==> src/rtl/serial_inv_theta_key.sv <==
// ----------------------------------------------------------------------------
// serial_inv_theta_key
// Serial inverse of the SWAN64 theta/round-key layer (decryption datapath).
// One half-state word x and its round key rk are accepted over a valid/ready
// handshake, then processed one column per clock: v = x_col ^ rk_col,
// y_col = rotl(v, P). Column 3 is not rotated.
//
// Optional build macro SWAN_INV_THETA_FWD_EN adds a 'mode' input sampled at
// the accepting edge: mode=1 selects the forward theta-key
// (y_col = rotr(x_col, P) ^ rk_col); mode=0 is the inverse above.
//
// Ports:
//   clk        clock, rising edge
//   rst        synchronous active-high reset
//   in_valid   x/rk presented
//   in_ready   block can accept (registered)
//   x, rk      state half / round key, [0:SIDE_SIZE-1], bit 0 = MSB
//   mode       (SWAN_INV_THETA_FWD_EN only) 0 = inverse, 1 = forward
//   out_valid  y holds a result (registered)
//   out_ready  consumer takes y
//   y          result, [0:SIDE_SIZE-1]
// ----------------------------------------------------------------------------
module serial_inv_theta_key #(
    parameter int unsigned BLOCK_SIZE  = 64,
    parameter int unsigned SIDE_SIZE   = BLOCK_SIZE / 2,
    parameter int unsigned COLUMN_SIZE = SIDE_SIZE / 4,
    parameter int unsigned PA          = 1,
    parameter int unsigned PB          = 2,
    parameter int unsigned PC          = 7
) (
    input  logic                   clk,
    input  logic                   rst,
    input  logic                   in_valid,
    output logic                   in_ready,
    input  logic [0:SIDE_SIZE-1]   x,
    input  logic [0:SIDE_SIZE-1]   rk,
`ifdef SWAN_INV_THETA_FWD_EN
    input  logic                   mode,
`endif
    output logic                   out_valid,
    input  logic                   out_ready,
    output logic [0:SIDE_SIZE-1]   y
);

    localparam int unsigned NUM_COLS = 4;
    localparam int unsigned CNT_W    = 2;

    typedef enum logic [1:0] {
        S_IDLE = 2'd0,
        S_BUSY = 2'd1,
        S_DONE = 2'd2
    } state_e;

    state_e                 state_q, state_d;
    logic [CNT_W-1:0]       cnt_q, cnt_d;
    logic [0:SIDE_SIZE-1]   x_q, x_d;
    logic [0:SIDE_SIZE-1]   rk_q, rk_d;
    logic [0:SIDE_SIZE-1]   y_q, y_d;
    logic                   in_ready_q, in_ready_d;
    logic                   out_valid_q, out_valid_d;
    logic                   mode_q, mode_d;
    logic                   mode_in;

    logic [COLUMN_SIZE-1:0] col_x;
    logic [COLUMN_SIZE-1:0] col_rk;
    logic [COLUMN_SIZE-1:0] col_res;
    int unsigned            rot;

`ifdef SWAN_INV_THETA_FWD_EN
    assign mode_in = mode;
`else
    assign mode_in = 1'b0;
`endif

    function automatic logic [COLUMN_SIZE-1:0] rotl(input logic [COLUMN_SIZE-1:0] v,
                                                    input int unsigned p);
        return (v << p) | (v >> (COLUMN_SIZE - p));
    endfunction

    function automatic logic [COLUMN_SIZE-1:0] rotr(input logic [COLUMN_SIZE-1:0] v,
                                                    input int unsigned p);
        return (v >> p) | (v << (COLUMN_SIZE - p));
    endfunction

    // Column datapath: select column cnt of the captured words and transform it
    always_comb begin
        col_x  = '0;
        col_rk = '0;
        for (int k = 0; k < int'(NUM_COLS); k++) begin
            if (cnt_q == CNT_W'(k)) begin
                col_x  = x_q[k*COLUMN_SIZE +: COLUMN_SIZE];
                col_rk = rk_q[k*COLUMN_SIZE +: COLUMN_SIZE];
            end
        end
        case (cnt_q)
            2'd0:    rot = PC;
            2'd1:    rot = PB;
            2'd2:    rot = PA;
            default: rot = 0;
        endcase
        if (mode_q) begin
            // forward: rotate first, then key
            col_res = ((cnt_q == 2'd3) ? col_x : rotr(col_x, rot)) ^ col_rk;
        end else begin
            // inverse: key first, then undo the rotate right
            col_res = (cnt_q == 2'd3) ? (col_x ^ col_rk) : rotl(col_x ^ col_rk, rot);
        end
    end

    // State and datapath registers
    always_ff @(posedge clk) begin
        if (rst) begin
            state_q     <= S_IDLE;
            cnt_q       <= '0;
            x_q         <= '0;
            rk_q        <= '0;
            y_q         <= '0;
            in_ready_q  <= 1'b1;
            out_valid_q <= 1'b0;
            mode_q      <= 1'b0;
        end else begin
            state_q     <= state_d;
            cnt_q       <= cnt_d;
            x_q         <= x_d;
            rk_q        <= rk_d;
            y_q         <= y_d;
            in_ready_q  <= in_ready_d;
            out_valid_q <= out_valid_d;
            mode_q      <= mode_d;
        end
    end

    // Next-state logic; handshake outputs are computed one cycle ahead
    always_comb begin
        state_d     = state_q;
        cnt_d       = cnt_q;
        x_d         = x_q;
        rk_d        = rk_q;
        y_d         = y_q;
        in_ready_d  = in_ready_q;
        out_valid_d = out_valid_q;
        mode_d      = mode_q;
        case (state_q)
            S_IDLE: begin
                if (in_valid && in_ready_q) begin
                    state_d    = S_BUSY;
                    x_d        = x;
                    rk_d       = rk;
                    mode_d     = mode_in;
                    cnt_d      = '0;
                    y_d        = '0;
                    in_ready_d = 1'b0;
                end
            end
            S_BUSY: begin
                for (int k = 0; k < int'(NUM_COLS); k++) begin
                    if (cnt_q == CNT_W'(k)) begin
                        y_d[k*COLUMN_SIZE +: COLUMN_SIZE] = col_res;
                    end
                end
                cnt_d = cnt_q + CNT_W'(1);
                if (cnt_q == 2'd3) begin
                    state_d     = S_DONE;
                    out_valid_d = 1'b1;
                end
            end
            S_DONE: begin
                if (out_ready) begin
                    state_d     = S_IDLE;
                    out_valid_d = 1'b0;
                    in_ready_d  = 1'b1;
                end
            end
            default: begin
                state_d     = S_IDLE;
                in_ready_d  = 1'b1;
                out_valid_d = 1'b0;
            end
        endcase
    end

    assign in_ready  = in_ready_q;
    assign out_valid = out_valid_q;
    assign y         = y_q;

endmodule

==> config.mk <==
export PLATFORM = sky130hd
export DESIGN_NAME = serial_inv_theta_key
export DESIGN_NICKNAME = d
export VERILOG_FILES = /design/src/rtl/serial_inv_theta_key.sv
export SDC_FILE = /design/constraint.sdc
export NUM_CORES = 1
export LEC_CHECK = 0
export CORE_MARGIN = 3
export CORE_UTILIZATION = 50
export CTS_BUF_LIST = sky130_fd_sc_hd__clkbuf_8
export DETAILED_ROUTE_END_ITERATION = 16
export HOLD_SLACK_MARGIN = 0.08
export PLACE_DENSITY = 0.78
export SETUP_SLACK_MARGIN = 0.15
export SLEW_MARGIN = 20
export SYNTH_ARGS = -nofsm -noshare
export SYNTH_HDL_FRONTEND = slang
export SYNTH_SLANG_ARGS = --single-unit
==> constraint.sdc <==
create_clock -name clk -period 5.13 [get_ports clk]
set_input_delay 1.026 -clock clk [delete_from_list [all_inputs] [get_ports clk]]
set_output_delay 1.026 -clock clk [all_outputs]
set_load 0.005 [all_outputs]
### After elaboration in Yosys (flattened, before gate mapping)

Cells that the tools add are included.

| storage, ports and cells | value |
|---|---|
| register bits | 102 |
| bits in latches | 0 |
| RAM bits | 0 |
| bits in read-only memories | 0 |
| input port bits | 68 |
| output and inout port bits | 34 |
| logic and storage cells | 70 |
| memories kept | 0 |

| operators by class | value |
|---|---|
| add/sub/neg operators | 2 |
| $mul | 0 |
| divide/modulo/power cells | 0 |
| $lt $le $gt $ge | 0 |
| eq/ne operators | 11 |
| shifts and indexed selects | 2 |
| mux-type cells | 28 |
| bitwise logic cells | 4 |
| reduce and logical (&&, ||, !) cells | 13 |

Operators by type and width:

| cell | count |
|---|---|
| $mux W8 | 13 |
| $pmux W32 S2 | 1 |
| $mux W32 | 1 |
| $shl A8 B32 Y8 | 1 |
| $shr A8 B32 Y8 | 1 |
| $sub A4 B32 Y32 const A | 1 |
| $reduce_and A3 Y1 | 7 |
| $ne A2 B2 Y1 const B | 6 |
| $pmux W3 S3 | 1 |
| $mux W2 | 4 |
| $or A8 B8 Y8 | 1 |
| $xor A8 B8 Y8 | 1 |
| $eq A2 B2 Y1 const B | 3 |
| $pmux W1 S3 | 2 |
| $pmux W2 S3 | 1 |
| $eq A2 B1 Y1 const B | 2 |
| $logic_not A2 Y1 | 2 |
| $mux W1 | 4 |
| $pmux W2 S2 | 1 |
| $reduce_and A2 Y1 | 2 |
| $add A2 B1 Y2 const B | 1 |
| $not A1 Y1 | 2 |
| $reduce_bool A2 Y1 | 1 |
| $logic_and A1 B1 Y1 | 1 |

### Logic depth before layout (Yosys ltp)

Gate-level depths: netlist of the first run.

| depth | value |
|---|---|
| depth after elaboration | 11 |
| mapped depth | 11 |
| gate-level depth less buffers | 9 |

### Worst setup path after synthesis of the first run

No wires, ideal clock.

| timing | value |
|---|---|
| path kind | reg2reg |
| start | reg cnt_q[0] |
| end | reg y_q (netlist bit y[11]) |
| data arrival time | 2.108 ns |
| data required time | 5.013 ns |
| path slack | 2.905 ns |
| cell stages (with the launch flop) | 10 |
| buffers on the path | 3 |
| path through | dfxtp_1 -> inv_1 -> ha_1 -> buf_6 -> buf_6 -> o21ai_0 -> buf_2 -> o221ai_2 -> a211o_1 -> a22o_1 |

| between the ends | value |
|---|---|
| longest elaborated chain between the ends | 11 |
| elaborated cells between the ends (all ways) | 23 |
| those cells by class | add/sub (1); eq/ne (4); shift (2); mux (12); bitwise (2); reduce/logical (2) |

RTL lines:

| what | RTL line | text |
|---|---|---|
| start: declaration | 55 | `logic [CNT_W-1:0] cnt_q, cnt_d;` |
| start signal: assignment | 123 | `cnt_q <= cnt_d;` |
| parallel branches: the longest is 11 deep, another holds $sub A4 B32 Y32 | - |  |
| end signal: assignment | 126 | `y_q <= y_d;` |
| end: declaration | 58 | `logic [0:SIDE_SIZE-1] y_q, y_d;` |

Parallel ways; which one is timed is not known. The select of a mux whose other input is x is not followed.
A chain may end at the register's enable or synchronous reset.

### Worst setup path after layout of the first run

| timing | value |
|---|---|
| start | reg cnt_q[0] |
| end | reg y_q (netlist bit y[6]) |

| between the ends | value |
|---|---|
| longest elaborated chain between the ends | 11 |
| elaborated cells between the ends (all ways) | 23 |
| those cells by class | add/sub (1); eq/ne (4); shift (2); mux (12); bitwise (2); reduce/logical (2) |

RTL lines:

| what |
|---|
| parallel branches: the longest is 11 deep, another holds $sub A4 B32 Y32 |

Parallel ways; which one is timed is not known. The select of a mux whose other input is x is not followed.

==> impl.org, run 1 <==
** Outcome
- The run finished with clean final reports.

** Critical path
- Slowest stage cell on the critical path :: sky130_fd_sc_hd__nor3_1
- The critical path is of the flip-flop to flip-flop type.
- In this run the worst setup path begins at cnt_q[0].
- R2r startpoint :: cnt_q[0]
- Critical Path Start Type :: flip-flop
- Arrival time of the worst setup path :: between 3 and 4 ns
- Worst EP required :: 5.40 ns
- R2R setup slack :: between 1.5 and 2 ns
- On the worst path, the slowest cell contributes a delay of between 0.6 and 0.7 ns.
- Endpoint kind of the worst setup timing path :: flip-flop
- Walking the worst path, the cells encountered are inv_1 -> ha_1 -> buf_4 -> nor2_2 -> a31oi_2 -> xnor2_4 -> nor3_1 -> a32oi_1 -> o41ai_1.
- CP bufs+invs :: 2
- The cell family contributing the most delay on the critical path is simple AND/OR/NAND/NOR gates.
- Worst-path maximum fanout :: 19

** Timing
- Setup violators final :: 0
- Final hold viol count :: 0
- Worst rel slew slack :: 0.423
- For the final database, setup skew stands at 0.0112 ns.
- Of the available clock period, the critical path in the final layout requires 0.628.
- For this run, the top clock speed supported by timing is between 0.3 and 0.4 GHz.
- Period minus WS final :: roughly 3.2 ns
- Unrepaired setup endpoints after global routing :: no
- After routing, the total negative slack on setup checks comes to 0 ns.
- Slew of the pin with the lowest slew margin :: between 0.8 and 0.9 ns
- Final slew viol count :: 0

** GRT
- The initial antenna violation count is 0.
- First-pass GRT wire length :: roughly 23000 um
- The global routing stage identified its most utilized layer as met2.
- For met3 alone, demand over resource in global routing was 0.0404.
- Entering global routing, the biggest net connects 66 pins.
- GRT Residual Overflow :: 0
- Met1 routing resource usage after global routing :: 0.324
- Vias in the first global route :: about 4500
- For this run, the total global-route usage over all layers was measured as 0.251.
- Met2 usage :: 0.430

** Logic synthesis
- Sequential-to-total area share from yosys stat :: 0.411
- Warning count from the yosys run :: 0
- The cell count after synthesis came out at around 630.
- Number of register bits inferred by synthesis :: ~100
- Summing every instance area after synthesis gives around 5000 um2.
- The number of nets in the synthesized netlist is 702.
- The share of synthesized area in the top cell type comes to 0.411.
- Asr flop ratio synth :: 0
- Yosys mapped a number of flops with a built-in enable equal to 0.
- Avg Synthesized Cell Area :: between 7 and 8 um2
- The synthesized design spends more area on one cell type than any other, namely sky130_fd_sc_hd__dfxtp_1.
- The most used flip-flop cell after synthesis is sky130_fd_sc_hd__dfxtp_1.
- Yosys attributes the largest share of cell area to sky130_fd_sc_hd__dfxtp_1 41%, sky130_fd_sc_hd__nand2_1 13%, sky130_fd_sc_hd__a21oi_1 9.6%.
- Yosys mapped the design onto between 60 and 70 distinct sky130hd cell types.

** Pwr
- IR analysis of the VDD net gives a maximum drop of 154 uV.
- For this design the static power due to leakage is between 0.002 and 0.0025 uW.
- Summing internal, switching and leakage power gives about 1700 uW.
- Power Dens Cells :: ~280 nW/um2

** Final layout
- Net total in the final layout :: slightly below 800
- The library cell used most frequently in the layout, excluding fill and tap cells, is sky130_fd_sc_hd__nand2_1.
- Area occupied by multi-input gates :: about 2700 um2
- Fillers :: about 900
- In the final layout, flip-flops and latches occupy around 2000 um2.
- From synthesis to final layout, the design area changed by 24.4%.
- Commonest non-fill, non-tap cells in the layout :: 168 x sky130_fd_sc_hd__nand2_1, 102 x sky130_fd_sc_hd__dfxtp_1, 100 x sky130_fd_sc_hd__clkdlybuf4s50_1, 95 x sky130_fd_sc_hd__a21oi_1, 25 x sky130_fd_sc_hd__o21ai_0
- 0 antenna diodes ended up in the layout.
- Fraction of final layout cells with drive strength greater than 1 :: 0.0689

** Hold path
- The worst hold path begins at rk_q[16].
- Worst hold-check path type :: flip-flop to flip-flop

** Clock network
- Clock tree synthesis found a total of between 100 and 150 sinks.
- Clk root buf :: sky130_fd_sc_hd__clkbuf_8
- Clock-pin slew was measured on the worst setup and hold paths at 0.11 ns.
- Setup repair bufs after CTS :: 0
- Buffers from clock root to sink, at most :: 2
- Clock latency of the later-clocked register in the worst-skew pair :: 0.38 ns
- In this run the number of H-tree levels came out at 3.
- After clock tree synthesis, the repair step resized 0 gates.
- TritonCTS built the clock tree.
- Number of buffers inserted during clock tree synthesis :: 9
- Quantity of hold-fixing buffers added after cts :: 0

** Flow run
- MaxCap Viol Count :: 0

** Die
- Die area :: approximately 11000 um2
- The initial utilization of the core area, before any placement, comes to 0.525.
- For this design the top-level I/O count stands at around 100.
- Horizontal extent of the die :: around 110 um
- Die Y-Extent :: 106 um
- Row generation in the floorplan step produced 35 rows.
- Total core area :: ~9500 um2

** Route
- Iteration-0 DRC count of the detailed router :: roughly 270
- For this block, the routed nets add up to around 14000 um of wire.
- Antenna-violating nets left :: 0
- After detailed routing, the number of vias per cell comes to ~5.7.
- Mean routed wirelength per cell :: ~17 um
- Detailed-router iteration count before antenna repair :: 5
- Detailed-route via count :: 4766
- For this run, design rule violations remaining after detail routing come to 0.

** Placed design
- Detailed placer's ending HPWL :: about 10000 um
- At the end of routability-driven placement, the weighted congestion stood at approximately 0.9.
- Buffers on Ports :: a little over 100
==> synthesized netlist by cell type, types with 5 or more instances <==
| cell type | n |
|---|---|
| sky130_fd_sc_hd__xnor2_1 | 10 |
| sky130_fd_sc_hd__o21ai_0 | 25 |
| sky130_fd_sc_hd__buf_2 | 10 |
| sky130_fd_sc_hd__nor2_1 | 20 |
| sky130_fd_sc_hd__xor2_1 | 5 |
| sky130_fd_sc_hd__a22o_1 | 9 |
| sky130_fd_sc_hd__a22oi_1 | 5 |
| sky130_fd_sc_hd__nand3b_1 | 12 |
| sky130_fd_sc_hd__dfxtp_1 | 102 |
| sky130_fd_sc_hd__nand2b_1 | 8 |
| sky130_fd_sc_hd__nand2_1 | 169 |
| sky130_fd_sc_hd__nand3_1 | 5 |
| sky130_fd_sc_hd__nor3_1 | 7 |
| sky130_fd_sc_hd__o31ai_1 | 8 |
| sky130_fd_sc_hd__buf_1 | 5 |
| sky130_fd_sc_hd__a21oi_1 | 95 |
| sky130_fd_sc_hd__mux2i_1 | 5 |
| sky130_fd_sc_hd__ha_1 | 5 |
| sky130_fd_sc_hd__clkbuf_1 | 24 |
| sky130_fd_sc_hd__or3b_1 | 6 |
| sky130_fd_sc_hd__nor2b_1 | 15 |
==> state kept, by name (all words and copies together), names as in the netlist <==
name	flops
rk_q	32
x_q	32
y	32
cnt_q	2
state_q	2
in_ready	1
out_valid	1
==> layout make-up <==
| class | count | area share |
|---|---|---|
| Clock buffer | 9 | 0.0201 |
| Clock inverter | 7 | 0.00912 |
| Inverter | 5 | 0.00304 |
| Multi-Input combinational cell | 478 | 0.437 |
| Sequential cell | 102 | 0.331 |
| Tap cell | 129 | 0.0261 |
| Timing Repair Buffer | 110 | 0.174 |
==> routing by layer <==
| layer | wire length (um) | vias to the layer above |
|---|---|---|
| li1 | - | 2348 |
| met1 | 6230 | 2219 |
| met2 | 6870 | 173 |
| met3 | 747 | 26 |
| met4 | 284 | 0 |
| met5 | 0 | - |
==> through the flow <==
stage / utilization / hold slack, ns / setup WS [ns] / cells / cell area [um2]
finish: 0.653 / 0.458 / 1.91 / 840 / 6180
detailed placement: 0.634 / 0.445 / 1.78 / 824 / 6000
CTS: 0.653 / 0.461 / 1.99 / 840 / 6180
global placement: 0.634 / 0.440 / 1.88 / 824 / 6000
global route: 0.653 / 0.480 / 1.74 / 840 / 6180
floorplan: - / 0.432 / 2.91 / 629 / 4960
==> worst register-to-register path: cells and delay by family, from the launching register on <==
kind / cells / cell delay, ns
xor+xnor: 1 / 0.24
fa+ha+maj: 1 / 0.44
simple gates: 2 / 1.06
buf+inv: 2 / 0.43
flops: 1 / 0.40
compound gates: 3 / 0.56
==> path summary, 6_finish.rpt <==
check                           endpoint  cells past startpoint
worst max-delay path                y[6]                      9
worst max register to register      y[6]                      9
worst min register to register  rk_q[16]                      2
worst min-delay path            rk_q[16]                      2
==> power by group <==
| part | switching (uW) | internal (uW) |
|---|---|---|
| sequential | 28.5 | 835 |
| clock | 300 | 184 |
| combinational | 230 | 163 |
| total | 558 | 1180 |
==> cell families (layout without fill, tap and decap cells) <==
kind of cell	after synthesis	count (layout)	synth area share
AND/OR/NAND/NOR	255	255	0.230
AO/OA/AOI/OAI	196	196	0.256
flip-flops	102	102	0.411
buffers and inverters	49	131	0.0456
XOR/XNOR	17	17	0.0353
adder cells (fa/ha/maj)	5	5	0.0126
multiplexers	5	5	0.0101
No activity file was read; power rests on OpenSTA's default activity.
==> run 2, diff against run 1 <==
==> constraint.sdc (replaced) <==
create_clock -name clk -period 3.28 [get_ports clk]
set_input_delay 0.656 -clock clk [delete_from_list [all_inputs] [get_ports clk]]
set_output_delay 0.656 -clock clk [all_outputs]
set_load 0.005 [all_outputs]
==> impl.org, run 2 (same netlist as run 1, synthesis figures left out) <==
** Hold path
- Worst hold path depth :: 2 (unchanged)
- The worst hold path belongs to the class flip-flop to flip-flop.

** Clock network
- Buffers from clock root to sink, at most :: 2 (unchanged)
- Clk root buf :: sky130_fd_sc_hd__clkbuf_8
- The cts-stage hold buffer count is 0 (unchanged).
- The clock slew at the register clock pins of the worst setup and hold paths was 0.10 ns (about the same).
- The clock sink count came to 102 (unchanged).
- H-tree levels :: 3 (unchanged)
- TritonCTS built the clock tree.
- The number of buffers added for setup after CTS was 0 (unchanged).
- Number of buffers inserted during clock tree synthesis :: 9 (unchanged)
- The insertion delay of the later-clocked pin in the worst-skew pair came to 0.38 ns (about the same).
- Number of instances resized during post-cts repair :: 0 (unchanged)

** Die
- Total core area :: 9460 um2 (unchanged)
- The number of placement rows came to 35 (unchanged).
- Initial cell density of the core :: 0.525 (unchanged)
- Top-level port count :: 102 (unchanged)
- Die area :: 11200 um2 (unchanged)
- The die span in x is 106 um (unchanged).
- The die boundary height is 106 um (unchanged).

** Route
- Overall routed net length :: 14500 um (+2.7%)
- The remaining design rule violation count came to 0 (unchanged).
- Vias per cell :: 5.69 (+0.22%)
- The number of nets still failing antenna checks after routing came to 0 (unchanged).
- Detailed-route via count :: 4822 (+1.2%)
- The detailed-router iteration count before antenna repair was 5 (unchanged).
- Mean routed wirelength per cell :: 17.1 um (+1.7%)
- The number of violations reported at the end of detailed-routing iteration 0 came to 278 (+1.5%).

** Pwr
- Power Dens Cells :: 439 nW/um2 (+56%)
- Peak VDD IR :: 250 uV (+62%)
- Static leakage :: 0.00220 uW (+1.6%)

** Timing
- Fmax :: 0.345 GHz (+11%)
- The total of endpoints with negative setup slack in the final report is 0 (unchanged).
- Largest clock skew in the final design :: 0.0120 ns (+0.000864 ns)
- Setup repair after global routing left no endpoint under its margin.
- The final critical path time including I/O delays and setup is 2.90 ns (-0.326 ns).
- The final-report max-slew violation count was 0 (unchanged).
- The total negative slack for setup checks came to 0 ns (unchanged).
- The period utilization came to 0.883 (+0.255).
- The final-report hold violation count was 0 (unchanged).
- Slew of the pin with the lowest slew margin :: 0.847 ns (-0.0188 ns)
- The tightest slew margin relative to the limit is 0.421 (-0.00207).

** GRT
- Maximum number of pins on one net before global-route repair :: 65 (-1.5%)
- The global-route wire length before repair is 23900 um (+5.0%).
- The initial antenna violation count came to 0 (unchanged).
- The total routing resource utilization after global routing is 0.265 (+0.0138).
- Vias in the first global route :: 4643 (+3.3%)
- GRT Residual Overflow :: 0 (unchanged)

** Placed design
- Detailed placer's ending HPWL :: 10900 um (+4.5%)
- The final RePlAce weighted congestion came to 0.929 (+1.3%).
- The number of port buffers was 101 (unchanged).

** Critical path
- The worst setup path is launched from a flip-flop.
- Endpoint kind of the worst setup timing path :: flip-flop
- Arrival time of the worst setup path :: 3.16 ns (-0.33 ns)
- Worst EP required :: 3.54 ns (-1.86 ns)
- R2R Path End :: y[10]
- R2R setup slack :: 0.38 ns (-1.52 ns)
- Worst-path maximum fanout :: 19 (unchanged)
- R2r startpoint :: cnt_q[0]
- Worst Setup Path Type :: flip-flop to flip-flop
- Timing endpoint of the critical path :: y[10]
- Worst reg2reg path depth :: 9 (unchanged)
- Crit path launch :: cnt_q[0]

** Final layout
- The register cell area after layout is 2040 um2 (unchanged).
- In the layout the commonest cells are 168 x sky130_fd_sc_hd__nand2_1, 102 x sky130_fd_sc_hd__dfxtp_1, 100 x sky130_fd_sc_hd__clkdlybuf4s50_1, 95 x sky130_fd_sc_hd__a21oi_1, 25 x sky130_fd_sc_hd__o21ai_0.
- The library cell used most frequently in the layout, excluding fill and tap cells, is sky130_fd_sc_hd__nand2_1.
- Area occupied by multi-input gates :: 2700 um2 (unchanged)
- Area growth, synth to finish :: 25.7%
- Fillers :: 847 (-3.2%)
- The share of final-layout standard cells stronger than drive strength 1 was 0.0779 (+0.00897).
- Util after Layout :: 0.660 (+0.00688)
- Net total in the final layout :: 787 (+1.0%)
- Antenna fix cells :: 0 (unchanged)

** Flow run
- The number of max-capacitance violations reported is 0 (unchanged).

** Outcome
- The run finished with clean final reports.
[run 2: changes by cell type in the layout (fill, tap and decap cells not counted), sizes merged]
| cell | delta |
|---|---|
| inv | -1 |
| clkbuf | +1 |
| clkinv | -2 |
| clkinvlp | +2 |
| buf | +8 |
[run 2: final cells by class]
cell class,instances,share of cell area
well taps,129,0.0259
multi-input cells,478,0.433
repair buffers,118,0.182
flip-flops and latches,102,0.327
clock inverters,6,0.00762
inverters,5,0.00301
clock buffers,10,0.0221
[run 2: stage by stage]
step                      instance area [um2]  hold WS [ns]  power (uW)  std cells  setup WS, ns
after floorplan                          4960         0.432        1760        629          1.06
after global placement                   6060         0.437        2000        832         0.466
after detailed placement                 6060         0.441        2010        832         0.458
after CTS                                6240         0.462        2750        848         0.447
after global routing                     6240         0.486        2870        848         0.159
final                                    6240         0.462        2740        848         0.382
[run 2: where the power goes]
part / total (uW) / leakage, uW / internal [uW] / switching, uW
Clock: 757 / 0.0000918 / 302 / 455
Sequential: 1350 / 0.000831 / 1310 / 45.6
Combinational: 634 / 0.00128 / 266 / 368
[run 2: worst min-delay path by stage]
stage / slack (ns) / end / from
after floorplan: 0.43 / rk_q[16] / rk_q[16]
after global placement: 0.44 / y[2] / y[2]
after detailed placement: 0.44 / y[24] / y[24]
after CTS: 0.46 / rk_q[20] / rk_q[20]
after global routing: 0.49 / rk_q[1] / rk_q[1]
final: 0.46 / y[9] / y[9]
[run 2: critical path, stage by stage (launching register included)]
cell and delay, ns:
sky130_fd_sc_hd__dfxtp_1 0.35, sky130_fd_sc_hd__inv_1 0.13, sky130_fd_sc_hd__ha_1 0.65, sky130_fd_sc_hd__nand3b_1 0.22, sky130_fd_sc_hd__a21oi_1 0.24, sky130_fd_sc_hd__xnor2_1 0.16, sky130_fd_sc_hd__a2bb2oi_1 0.16, sky130_fd_sc_hd__o21ai_0 0.27
sky130_fd_sc_hd__a211oi_2 0.49, sky130_fd_sc_hd__o31ai_1 0.12
[run 2: routing by layer]
| layer | up-vias | GRT usage | routed length [um] |
|---|---|---|---|
| met2 | 169 | 0.446 | 6990 |
| met4 | 0 | 0.0962 | 335 |
| met1 | 2261 | 0.346 | 6410 |
| met3 | 30 | 0.0367 | 777 |
| li1 | 2362 | - | - |
| met5 | - | 0 | 0 |
